`src/rtl/ifetch_buffer_if.sv`:
```
// rtl/ifetch_buffer_if.sv - fetch-buffer bus: instruction memory port, redirect input and fetch-stage port
interface ifetch_buffer_if #(
  parameter int NBITS = 32
);
  logic             redirect;
  logic [NBITS-1:0] redirect_pc;
  logic             proc_req;
  logic [NBITS-1:0] addr;
  logic             mem_rdy;
  logic             valid;
  logic [NBITS-1:0] rdata;
  logic             deq;
  logic             ir_valid;
  logic [NBITS-1:0] ir;
  logic [NBITS-1:0] pc;

  // the fetch buffer: issues memory requests and presents the head instruction
  modport master (
    input  redirect, redirect_pc, mem_rdy, valid, rdata, deq,
    output proc_req, addr, ir_valid, ir, pc
  );

  // the environment: instruction memory, branch unit and fetch stage
  modport slave (
    output redirect, redirect_pc, mem_rdy, valid, rdata, deq,
    input  proc_req, addr, ir_valid, ir, pc
  );
endinterface

```
`src/rtl/ifetch_buffer.sv`:
```
// rtl/ifetch_buffer.sv - instruction prefetch FIFO with in-order memory responses and redirect flush; optional same-cycle bypass under IFB_BYPASS_EN
module ifetch_buffer #(
  parameter int               NBITS    = 32,
  parameter int               DEPTH    = 4,
  parameter logic [NBITS-1:0] RESET_PC = 32'h0000_0000
) (
  input logic             clk,
  input logic             rst,
  ifetch_buffer_if.master bus
);

  localparam int AW = $clog2(DEPTH);
  localparam int CW = AW + 1;

  typedef logic [CW-1:0] cnt_t;
  typedef logic [AW-1:0] ptr_t;

  localparam cnt_t DEPTH_C = cnt_t'(DEPTH);

  logic [NBITS-1:0] addr_q, addr_d;
  cnt_t             occ_q, occ_d;
  cnt_t             out_q, out_d;
  cnt_t             drop_q, drop_d;
  ptr_t             wptr_q, wptr_d;
  ptr_t             rptr_q, rptr_d;
  ptr_t             awptr_q, awptr_d;
  ptr_t             arptr_q, arptr_d;

  // instruction FIFO (word + its address) and the request-address FIFO
  logic [NBITS-1:0] ir_mem_q  [DEPTH];
  logic [NBITS-1:0] pc_mem_q  [DEPTH];
  logic [NBITS-1:0] req_mem_q [DEPTH];

  logic [CW:0]      inflight;
  logic             req;
  logic             acc;
  logic             fifo_empty;
  logic             head_valid;
  logic             dropping;
  logic             resp_live;
  logic             byp;
  logic             push;
  logic             pop;
  logic [NBITS-1:0] resp_pc;

  // buffered words plus words still in flight must never exceed the FIFO size
  assign inflight   = {1'b0, occ_q} + {1'b0, out_q};
  assign req        = !rst && !bus.redirect && (inflight < {1'b0, DEPTH_C});
  assign acc        = req && bus.mem_rdy;

  assign fifo_empty = (occ_q == '0);
  assign head_valid = !fifo_empty;
  assign dropping   = (drop_q != '0);

  // a response that survives: not owed to a pre-redirect request, not flushed this cycle
  assign resp_live  = bus.valid && !dropping && !bus.redirect;
  assign resp_pc    = req_mem_q[arptr_q];

`ifdef IFB_BYPASS_EN
  assign byp        = resp_live && fifo_empty && !rst;
`else
  assign byp        = 1'b0;
`endif

  // a bypassed word consumed in the same cycle never enters the FIFO
  assign push       = resp_live && !(byp && bus.deq);
  assign pop        = bus.deq && head_valid && !bus.redirect;

  assign bus.proc_req = req;
  assign bus.addr     = addr_q;

  // head presentation: FIFO head first, otherwise the bypassed response, otherwise zero
  always_comb begin
    bus.ir_valid = head_valid || byp;
    bus.ir       = '0;
    bus.pc       = '0;
    if (head_valid) begin
      bus.ir = ir_mem_q[rptr_q];
      bus.pc = pc_mem_q[rptr_q];
    end else if (byp) begin
      bus.ir = bus.rdata;
      bus.pc = resp_pc;
    end
  end

  // next-state for fetch address, counters and pointers; redirect overrides push/pop
  always_comb begin
    addr_d  = addr_q;
    occ_d   = occ_q;
    out_d   = out_q + cnt_t'(acc) - cnt_t'(bus.valid);
    drop_d  = drop_q;
    wptr_d  = wptr_q;
    rptr_d  = rptr_q;
    awptr_d = awptr_q;
    arptr_d = arptr_q;

    if (acc) begin
      addr_d  = addr_q + NBITS'(4);
      awptr_d = awptr_q + 1'b1;
    end
    // every response retires its request address, kept or dropped
    if (bus.valid) begin
      arptr_d = arptr_q + 1'b1;
    end

    if (bus.redirect) begin
      addr_d = bus.redirect_pc;
      drop_d = out_q - cnt_t'(bus.valid);
      occ_d  = '0;
      wptr_d = '0;
      rptr_d = '0;
    end else begin
      if (bus.valid && dropping) begin
        drop_d = drop_q - 1'b1;
      end
      if (push) begin
        wptr_d = wptr_q + 1'b1;
      end
      if (pop) begin
        rptr_d = rptr_q + 1'b1;
      end
      occ_d = occ_q + cnt_t'(push) - cnt_t'(pop);
    end
  end

  // control state; reset abandons outstanding requests since memory resets alongside
  always_ff @(posedge clk or posedge rst) begin
    if (rst) begin
      addr_q  <= RESET_PC;
      occ_q   <= '0;
      out_q   <= '0;
      drop_q  <= '0;
      wptr_q  <= '0;
      rptr_q  <= '0;
      awptr_q <= '0;
      arptr_q <= '0;
    end else begin
      addr_q  <= addr_d;
      occ_q   <= occ_d;
      out_q   <= out_d;
      drop_q  <= drop_d;
      wptr_q  <= wptr_d;
      rptr_q  <= rptr_d;
      awptr_q <= awptr_d;
      arptr_q <= arptr_d;
    end
  end

  // storage arrays; contents are only observed through valid pointers, so no reset
  always_ff @(posedge clk) begin
    if (acc) begin
      req_mem_q[awptr_q] <= addr_q;
    end
    if (push && !bus.redirect) begin
      ir_mem_q[wptr_q] <= bus.rdata;
      pc_mem_q[wptr_q] <= resp_pc;
    end
  end

endmodule

```
`src/flat_wrapper.sv`:
```
// flat-port wrapper written by rule: the top's interface ports become plain ports
module ifetch_buffer_flat 
#(
  parameter int               NBITS    = 32,
  parameter int               DEPTH    = 4,
  parameter logic [NBITS-1:0] RESET_PC = 32'h0000_0000
)
  (clk, rst, bus_redirect, bus_redirect_pc, bus_mem_rdy, bus_valid, bus_rdata, bus_deq, bus_proc_req, bus_addr, bus_ir_valid, bus_ir, bus_pc);
  ifetch_buffer_if #(.NBITS(NBITS)) bus_i ();
  input logic clk;
  input logic rst;
  input wire logic [$bits(bus_i.redirect)-1:0] bus_redirect;
  input wire logic [$bits(bus_i.redirect_pc)-1:0] bus_redirect_pc;
  input wire logic [$bits(bus_i.mem_rdy)-1:0] bus_mem_rdy;
  input wire logic [$bits(bus_i.valid)-1:0] bus_valid;
  input wire logic [$bits(bus_i.rdata)-1:0] bus_rdata;
  input wire logic [$bits(bus_i.deq)-1:0] bus_deq;
  output wire logic [$bits(bus_i.proc_req)-1:0] bus_proc_req;
  output wire logic [$bits(bus_i.addr)-1:0] bus_addr;
  output wire logic [$bits(bus_i.ir_valid)-1:0] bus_ir_valid;
  output wire logic [$bits(bus_i.ir)-1:0] bus_ir;
  output wire logic [$bits(bus_i.pc)-1:0] bus_pc;
  assign bus_i.redirect = bus_redirect;
  assign bus_i.redirect_pc = bus_redirect_pc;
  assign bus_i.mem_rdy = bus_mem_rdy;
  assign bus_i.valid = bus_valid;
  assign bus_i.rdata = bus_rdata;
  assign bus_i.deq = bus_deq;
  assign bus_proc_req = bus_i.proc_req;
  assign bus_addr = bus_i.addr;
  assign bus_ir_valid = bus_i.ir_valid;
  assign bus_ir = bus_i.ir;
  assign bus_pc = bus_i.pc;
  ifetch_buffer #(.NBITS(NBITS), .DEPTH(DEPTH), .RESET_PC(RESET_PC)) u_core (.clk(clk), .rst(rst), .bus(bus_i));
endmodule
```
`config.mk`:
```
export PLATFORM = sky130hd
export DESIGN_NAME = ifetch_buffer_flat
export DESIGN_NICKNAME = d
export VERILOG_FILES = /design/src/rtl/ifetch_buffer_if.sv /design/src/rtl/ifetch_buffer.sv /design/src/flat_wrapper.sv
export SDC_FILE = /design/constraint.sdc
export NUM_CORES = 1
export LEC_CHECK = 0
export ABC_AREA = 1
export BUFFER_PORTS_ARGS = -buffer_cell sky130_fd_sc_hd__buf_2
export CELL_PAD_IN_SITES_DETAIL_PLACEMENT = 0
export CELL_PAD_IN_SITES_GLOBAL_PLACEMENT = 1
export CORE_MARGIN = 2
export CORE_UTILIZATION = 45
export CTS_BUF_LIST = sky130_fd_sc_hd__clkbuf_8 sky130_fd_sc_hd__clkbuf_16
export DETAILED_ROUTE_END_ITERATION = 8
export PLACE_DENSITY_LB_ADDON = 0.1
export SYNTH_ARGS = -nofsm -noshare
export SYNTH_HDL_FRONTEND = slang
export SYNTH_SLANG_ARGS = --single-unit
```
`constraint.sdc`:
```
create_clock -name clk -period 12.09 [get_ports clk]
set_input_delay 0.6045 -clock clk [delete_from_list [all_inputs] [get_ports clk]]
set_output_delay 0.6045 -clock clk [all_outputs]
set_load 0.05 [all_outputs]
```
# Word-level counts from Yosys, hierarchy flattened
# Memories as Yosys holds them, arrays and structs flattened.
# Cells that the tools add are included.
totals:
  reg_bits: 49
  latchBits: 0
  ramBits: 384
  rom_bits: 0
  out_inout_bits: 98
  elab_cells: 58
  n_memories: 3
memory_table:
  columns: ["memory", "words", "word_bits", "rd", "rd_ports_with_merged_regs", "write_ports", "line", "text"]
  rows:
  - ["u_core.ir_mem_q", 4, 32, 1, 0, 1, "ifetch_buffer.sv:30", "logic [NBITS-1:0] ir_mem_q [DEPTH];"]
  - ["u_core.pc_mem_q", 4, 32, 1, 0, 1, "ifetch_buffer.sv:31", "logic [NBITS-1:0] pc_mem_q [DEPTH];"]
  - ["u_core.req_mem_q", 4, 32, 1, 0, 1, "ifetch_buffer.sv:32", "logic [NBITS-1:0] req_mem_q [DEPTH];"]
op_classes:
  addsub: 12
  mul: 0
  div: 0
  n_lt_le_gt_ge: 1
  n_eq_ne: 0
  shifts: 0
  mux: 15
  n_bitwise: 0
  reduce_logical: 19
op_table:
  columns: ["op", "n"]
  rows:
  - ["$mux 32", 4]
  - ["$add 32x3->32 const B", 1]
  - ["$logic_and 1x1->1", 9]
  - ["$mux 3", 3]
  - ["$sub 3x1->3", 3]
  - ["$add 2x1->2 const B", 4]
  - ["$mux 2", 4]
  - ["$reduce_bool 2->1", 4]
  - ["$add 3x1->3", 2]
  - ["$add 3x3->4", 1]
  - ["$logic_not 1->1", 4]
  - ["$lt 4x3->1 const B", 1]
  - ["$mux 1", 4]
  - ["$logic_not 3->1", 1]
  - ["$reduce_bool 3->1", 1]
  - ["$sub 3x1->3 const B", 1]

# Depth between registers and ports, before layout
# Gate-level depths: netlist of run 1.
logic_depth:
  word_depth: 7
  ltp_mapped: 13
  depth_no_buf: 13

# Worst setup path after synthesis of run 1
# OpenSTA, ideal clock, no wires.
synth_timing:
  path_kind: "input to register"
  start: "input port rst"
  end: "memory u_core.req_mem_q[0][0], enable pin"
  t_arrival_ns: 3.889
  t_required_ns: 11.669
  slack_ns: 7.780
  path_stages: 6
  path_cell_list: "inv_1 > nand3b_4 > nor2_4 > nand2_2 > buf_4 > nor2_1"
synth_via:
  elab_chain_len: 6
synth_rtl:
  columns: ["item", "line", "text"]
  rows:
  - ["start: declaration", "flat_wrapper.sv:11", "input logic rst;"]
  - ["$logic_not 1->1", "ifetch_buffer.sv:48", "assign req = !rst && !bus.redirect && (inflight < {1'b0, DEPTH_C});"]
  - ["$logic_and 1x1->1 (2 in a row)", "ifetch_buffer.sv:48", null]
  - ["net bus_proc_req", "flat_wrapper.sv:18", "output wire logic [$bits(bus_i.proc_req)-1:0] bus_proc_req;"]
  - ["$logic_and 1x1->1", "ifetch_buffer.sv:49", "assign acc = req && bus.mem_rdy;"]
  - ["$mux 1", "ifetch_buffer.sv:151", "if (acc) begin"]
  - ["$mux 1 (not written as such)", "ifetch_buffer.sv:152", "req_mem_q[awptr_q] <= addr_q;"]
  - ["end: declaration", "ifetch_buffer.sv:32", null]
# The timed path passes the listed nets, and every way through them passes these cells.

# Final worst setup path of run 1
layout_timing:
  start: "register u_core.rptr_q[0]"
  end: "output port bus_pc[19]"
layout_via:
  elab_chain_len: 2
layout_rtl:
  columns: ["item", "line", "text"]
  rows:
  - ["start: declaration", "ifetch_buffer.sv:25", "ptr_t rptr_q, rptr_d;"]
  - ["start signal: assignment", "ifetch_buffer.sv:143", "rptr_q <= rptr_d;"]
  - ["$mem_v2 4x32", null, null]
  - ["$mux 32", "ifetch_buffer.sv:77", "if (head_valid) begin"]
  - ["end: declaration", "flat_wrapper.sv:22", "output wire logic [$bits(bus_i.pc)-1:0] bus_pc;"]
# Every way passes these cells.

==> results.json, run 1 <==
{
  "drcViolationCount": 0,
  "drtPass1Iterations": 4,
  "cap_violations": 0,
  "num_vias": 11690,
  "rows": 73,
  "crit_fanout": 110,
  "worstPathCellList": "inv_2, buf_4, o21ai_0, a21oi_1, buf_2",
  "clk_latency_ns": 0.57,
  "track_usage_pct": 20.05,
  "start_util_pct": 45.48,
  "totalPowerFinal_w": 0.004899,
  "cpMaxStageDelayCell": "buf_4",
  "port_buffers": 167,
  "antenna_found_initial": 0,
  "clk_pin_slew_worst_paths_ns": 0.06,
  "syn_area_per_cell_sq_um": 11.35,
  "drv_slew": 0,
  "worst_setup_path_start_kind": "flop",
  "grt_pass1_vias": 11210,
  "cp.arrival_ns": 3.29,
  "drt_iter0_drc": 874,
  "place_hpwl_mm": 23.69,
  "core_sq_um": 39640,
  "drt-wirelength-per-cell_microns": 17.90,
  "ys_ff_latch": 433,
  "status": "finished, final reports clean",
  "die-area_sq_um": 41680,
  "wl_mm": 41.15,
  "setup_viol": 0,
  "h-tree-depth": 2,
  "clock-sinks": 433,
  "via_per_inst": 5.084,
  "syn_to_final_growth_pct": 14.97,
  "grt_overflow": 0,
  "routabilityCongestion": 0.7958,
  "synth.distinct_cells": 33,
  "ir_drop_v": 0.0001805,
  "antenna_cells": 0,
  "ys_seq_area_share_pct": 70.77,
  "final_antenna_net_count": 0,
  "rsz0062_at_grt": "no",
  "synth_area_sq_um": 18030,
  "grt_pass1_wl_mm": 64.22,
  "finalSetupTns_ns": 0,
  "max_stage_delay_ns": 0.81,
  "skew_ns": 0.01481,
  "postLayoutCoreUtil_pct": 52.29,
  "nNetsFinal": 1831,
  "synth_cells": 1589,
  "die_h_microns": 204.2,
  "min_period_ns": 3.890,
  "die_x_microns": 204.2,
  "cts_root_buf": "clkbuf_16",
  "synthesis.nets": 1680,
  "grt_max_degree": 111,
  "hold_viol_final": 0,
  "critPathCaptureType": "primary output",
  "post-route-period-util_pct": 32.17,
  "io-pin-count": 168,
  "cellPowerDensity_nw_per_um2": 236.4,
  "critPathKind": "flop to primary output",
  "yosysWarnings": 0,
  "numCtsBuffers": 45,
  "p_leak_nw": 7.847,
  "worst_ep_required_time_ns": 11.49,
  "drive_gt1_share_pct": 15.45,
  "tightestPinTransition_ns": 1.124,
  "timing.fmax_ghz": 0.2571,
  "cts_tree": "yes",
  "cts_hold_buf": 0,
  "slew_headroom_pct": 25.06,
  "hold_class": "input pin to asynchronous set/reset pin",
  "postCtsSetupRepairBufs": 0,
  "clockBufferDepth": 3,
  "post_cts_resized": 0
}
cell usage after synthesis, drive strengths merged:
cell type  instances  area (sq um)
clkinv             2         12.51
o22ai             32         200.2
nand3b             2         27.53
a21oi             67         335.3
clkbuf            35         131.4
nand3             52         260.3
nor3               1         5.000
fa                 2         40.04
xnor2              8         70.07
o21bai             3         22.52
inv               77         289.0
nor2             386          1471
edfxtp           384         11530
and3               1         6.260
o211ai             3         22.52
buf               46         241.5
xor2              10         87.58
o21a               1         7.510
o21ai            203          1016
ha                19         237.7
dfrtp             49          1226
nand2            205         779.5
nand4              1         6.260
flip-flops by register name, indices dropped and copies added, names as in the netlist:
| name | count |
|---|---|
| u_core.ir_mem_q | 128 |
| u_core.pc_mem_q | 128 |
| u_core.req_mem_q | 128 |
| u_core.bus.addr | 32 |
| u_core.drop_q | 3 |
| u_core.occ_q | 3 |
| u_core.out_q | 3 |
| u_core.arptr_q | 2 |
| u_core.awptr_q | 2 |
| u_core.rptr_q | 2 |
| u_core.wptr_q | 2 |
worst max-delay path, delay by kind of cell, from the launching register on:
kind,cells,cell delay [ns]
buffers and inverters,3,1.45
flip-flops,1,0.63
AO/OA/AOI/OAI,2,0.51
through the flow:
step / setup slack, ns / cell area (sq um) / instances / hold WS, ns
after floorplan: 7.780 / 18030 / 1589 / 0.5219
after global placement: 8.451 / 19340 / 2218 / 0.5641
after detailed placement: 8.335 / 19340 / 2218 / 0.5736
after CTS: 8.179 / 20730 / 2299 / 0.2203
after global routing: 7.926 / 20730 / 2299 / 0.2237
final: 8.200 / 20730 / 2299 / 0.2318
placed cells by master, fill, tap and decap left out, types with 9 or more instances in the layout:
cell	n
edfxtp_1	384
nand3_1	52
ha_1	19
xor2_1	10
a21oi_1	67
clkbuf_16	46
o22ai_1	32
o21ai_0	201
buf_2	167
buf_4	18
inv_1	86
dfrtp_1	46
nor2_1	370
clkinv_1	9
nand2_1	201
nor2_2	10
path summary, 6_finish.rpt:
kind / from / end / slack [ns] / depth (start not counted)
max reg2reg: u_core.arptr_q[0]$_DFFE_PP0P_ / u_core.pc_mem_q[1][9]$_DFFE_PP_ / 9.09 / 5
max: u_core.rptr_q[0]$_DFFE_PP0P_ / bus_pc[19] / 8.20 / 5
max in group asynchronous: rst / u_core.rptr_q[0]$_DFFE_PP0P_ / 11.34 / 3
min: rst / u_core.occ_q[2]$_DFF_PP0_ / 0.23 / 3
min in group clk: bus_rdata[21] / u_core.ir_mem_q[2][21]$_DFFE_PP_ / 0.25 / 1
min reg2reg: u_core.drop_q[1]$_DFFE_PP0P_ / u_core.drop_q[1]$_DFFE_PP0P_ / 0.58 / 2
layout make-up:
| class | instances | area, sq um |
|---|---|---|
| multi-input cells | 996 | 4643 |
| inverters | 79 | 302.8 |
| repair buffers | 185 | 970.9 |
| well taps | 525 | 656.9 |
| fillers | 3447 | 18910 |
| clock inverters | 34 | 224.0 |
| flip-flops and latches | 433 | 12760 |
| clock buffers | 47 | 1165 |
metal layers:
layer  routed length, microns  vias to the layer above  global-route usage [%]
met4                      711                        0                   4.736
met1                    18870                     5568                   28.19
li1                         -                     5772                       -
met5                        0                        -                       0
met3                     2310                       62                   3.763
met2                    19270                      286                   32.49
where the power goes:
part	leakage [nW]	switching (W)	internal [W]	total, W
clock network	0.730	0.000552	0.000739	0.00129
registers	4.06	0.000102	0.00184	0.00194
logic	3.06	0.00131	0.000363	0.00167
logic make-up after synthesis:
logic type	after synthesis	share of synthesized area, %
simple gates	648	14.18
flops	433	70.77
compound gates	309	8.898
buf+inv	160	3.741
fa+ha+maj	21	1.541
xor+xnor	18	0.8745
No activity file was read; power rests on OpenSTA's default activity.
==> inputs of run 2 (changes only) <==
CORE_UTILIZATION = 43   (was 45)
clock period = 3.5 ns   (was 12.09 ns; I/O delays follow)
==> run 2 against run 1 <==
Compared with the run above:
- sequential share of layout area shrank 2.5 points
- total power grew to 3.5 times the previous value
- clock-buffer cell count grew 3
- hold slack lost 0.081 ns
- critical endpoint is now bus_pc[18]
- via count grew 3.2%
- clock skew shrank 0.0059 ns
- critical path depth grew 1
- final cell count grew 3.8%
- routed wire length grew 5.6%
- global-route usage grew 0.095 points
- non-clock buffer count grew 73
- clock power grew to 3.5 times the previous value
==> results.json, run 2 (synthesized netlist as in run 1, its figures left out) <==
{
  "rsz0062_at_grt": "no",
  "antenna_cells": 0,
  "final_antenna_net_count": 0,
  "grt_overflow": 0,
  "place_hpwl_mm": 25.68,
  "rows": 75,
  "die_h_microns": 208.8,
  "multiInputGateArea_sq_um": 4643,
  "critPathCaptureType": "primary output",
  "drt_iter0_drc": 869,
  "worst_setup_path_start_kind": "flop",
  "cpMaxStageDelayCell": "dfrtp_2",
  "grt_pass1_wl_mm": 67.72,
  "fin_ws_ns": 0.5223,
  "mostFrequentLayoutCell": "edfxtp_1",
  "io-pin-count": 168,
  "crit_fanout": 39,
  "wl_mm": 43.45,
  "ir_drop_v": 0.0005646,
  "cts_root_buf": "clkbuf_16",
  "drtPass1Iterations": 5,
  "slew_headroom_pct": 37.63,
  "drt-wirelength-per-cell_microns": 18.21,
  "num_vias": 12060,
  "fillers": 3675,
  "totalPowerFinal_w": 0.01719,
  "drcViolationCount": 0,
  "skew_ns": 0.008874,
  "r2r_setup_slack_ns": 1.09,
  "preCtsSetupSlack_ns": 1.019,
  "worst_ep_required_time_ns": 3.32,
  "worstPathCellList": "inv_2, buf_12, nor2_1, o21ai_0, a21oi_1, buf_2",
  "tightestPinTransition_ns": 0.9299,
  "clk_pin_slew_worst_paths_ns": 0.06,
  "hold_class": "input pin to flop",
  "final_cell_mix": "edfxtp_1, nor2_1, o21ai_0, nand2_1, buf_2",
  "critPathKind": "flop to primary output",
  "area.sequential_sq_um": 12760,
  "track_usage_pct": 20.15,
  "clockBufferDepth": 3,
  "clk_latency_ns": 0.57,
  "cp.arrival_ns": 2.80,
  "grt_pass1_vias": 11980,
  "start_util_pct": 43.27,
  "min_period_ns": 2.978,
  "die_x_microns": 208.8,
  "antenna_found_initial": 0,
  "postCtsSetupRepairBufs": 0,
  "cts_tree": "yes",
  "hold_viol_final": 0,
  "nNetsFinal": 1905,
  "core_sq_um": 41670,
  "postLayoutCoreUtil_pct": 51.83,
  "cap_violations": 0,
  "routabilityCongestion": 0.7870,
  "die-area_sq_um": 43580,
  "port_buffers": 167,
  "setup_viol": 0,
  "drive_gt1_share_pct": 15.11,
  "syn_to_final_growth_pct": 19.78,
  "max_stage_delay_ns": 0.73,
  "h-tree-depth": 2,
  "clock-sinks": 433,
  "post-route-period-util_pct": 85.08,
  "top_regs": "u_core.ir_mem_q: 128 flops, u_core.pc_mem_q: 128 flops, u_core.req_mem_q: 128 flops",
  "timing.fmax_ghz": 0.3358,
  "grt_max_degree": 130,
  "numCtsBuffers": 46,
  "via_per_inst": 5.054,
  "status": "finished, final reports clean",
  "cellPowerDensity_nw_per_um2": 795.9,
  "drv_slew": 0,
  "p_leak_nw": 8.179
}
## run 2: cell types whose count changed in the layout (fill, tap and decap cells not counted), sizes merged, moves of 2 or more
cell	change
buf	+6
clkbuf	+3
clkinv	+2
dlygate4sd3	+67
inv	-5
## run 2: worst max-delay path: cells and delay by family, from the launching register on
kind | cells | cell delay [ns]
AO/OA/AOI/OAI | 2 | 0.32
AND/OR/NAND/NOR | 1 | 0.11
buffers and inverters | 3 | 1.00
flip-flops | 1 | 0.73
## run 2: layout make-up
cell class	instances	area share, %
sequential	433	59.11
clock inverter	31	0.7359
tap	539	3.123
clock buffer	50	5.742
timing repair buffer	258	8.390
multi-input combinational	996	21.50
inverter	79	1.396
## run 2: where the power goes
part / switching, W / internal, W / leakage (nW) / total, W
logic: 0.00466 / 0.00137 / 3.41 / 0.00603
registers: 0.000321 / 0.00634 / 4.06 / 0.00666
clock network: 0.00190 / 0.00259 / 0.711 / 0.00450
## run 2: what timing repair did
action                    in CTS  in global routing
gates resized for setup        0                  0
hold endpoints to repair     212                  0
hold buffers                  67                  0
## run 2: per-layer routing
layer / global-route usage, % / wire, microns / vias up
met1: 27.70 / 20100 / 5793
met3: 3.366 / 1940 / 61
li1: - / - / 5934
met2: 33.48 / 20480 / 270
met5: 0 / 0 / -
met4: 5.197 / 928 / 0
## run 2: final timing paths
check,start,cells after the start,to
max,u_core.rptr_q[1]$_DFFE_PP0P_,6,bus_pc[18]
min,bus_redirect,4,u_core.bus.addr[1]$_DFFE_PP0P_
max reg2reg,u_core.arptr_q[0]$_DFFE_PP0P_,4,u_core.pc_mem_q[2][8]$_DFFE_PP_
min reg2reg,u_core.bus.addr[1]$_DFFE_PP0P_,0,u_core.req_mem_q[0][1]$_DFFE_PP_
max in group asynchronous,rst,4,u_core.rptr_q[0]$_DFFE_PP0P_
min in group asynchronous,rst,4,u_core.occ_q[2]$_DFF_PP0_
## run 2: stage by stage
stage / TNS [ns] / hold slack (ns) / std cells / cell area (sq um)
3_5_place_dp: 0 / 0.3800 / 2238 / 19520
3_3_place_gp: 0 / 0.3848 / 2238 / 19520
5_1_grt: 0 / 0.1795 / 2386 / 21590
4_1_cts: 0 / 0.1246 / 2386 / 21590
6_report: 0 / 0.1508 / 2386 / 21590
2_1_floorplan: -163.57 / 0.2621 / 1589 / 18040
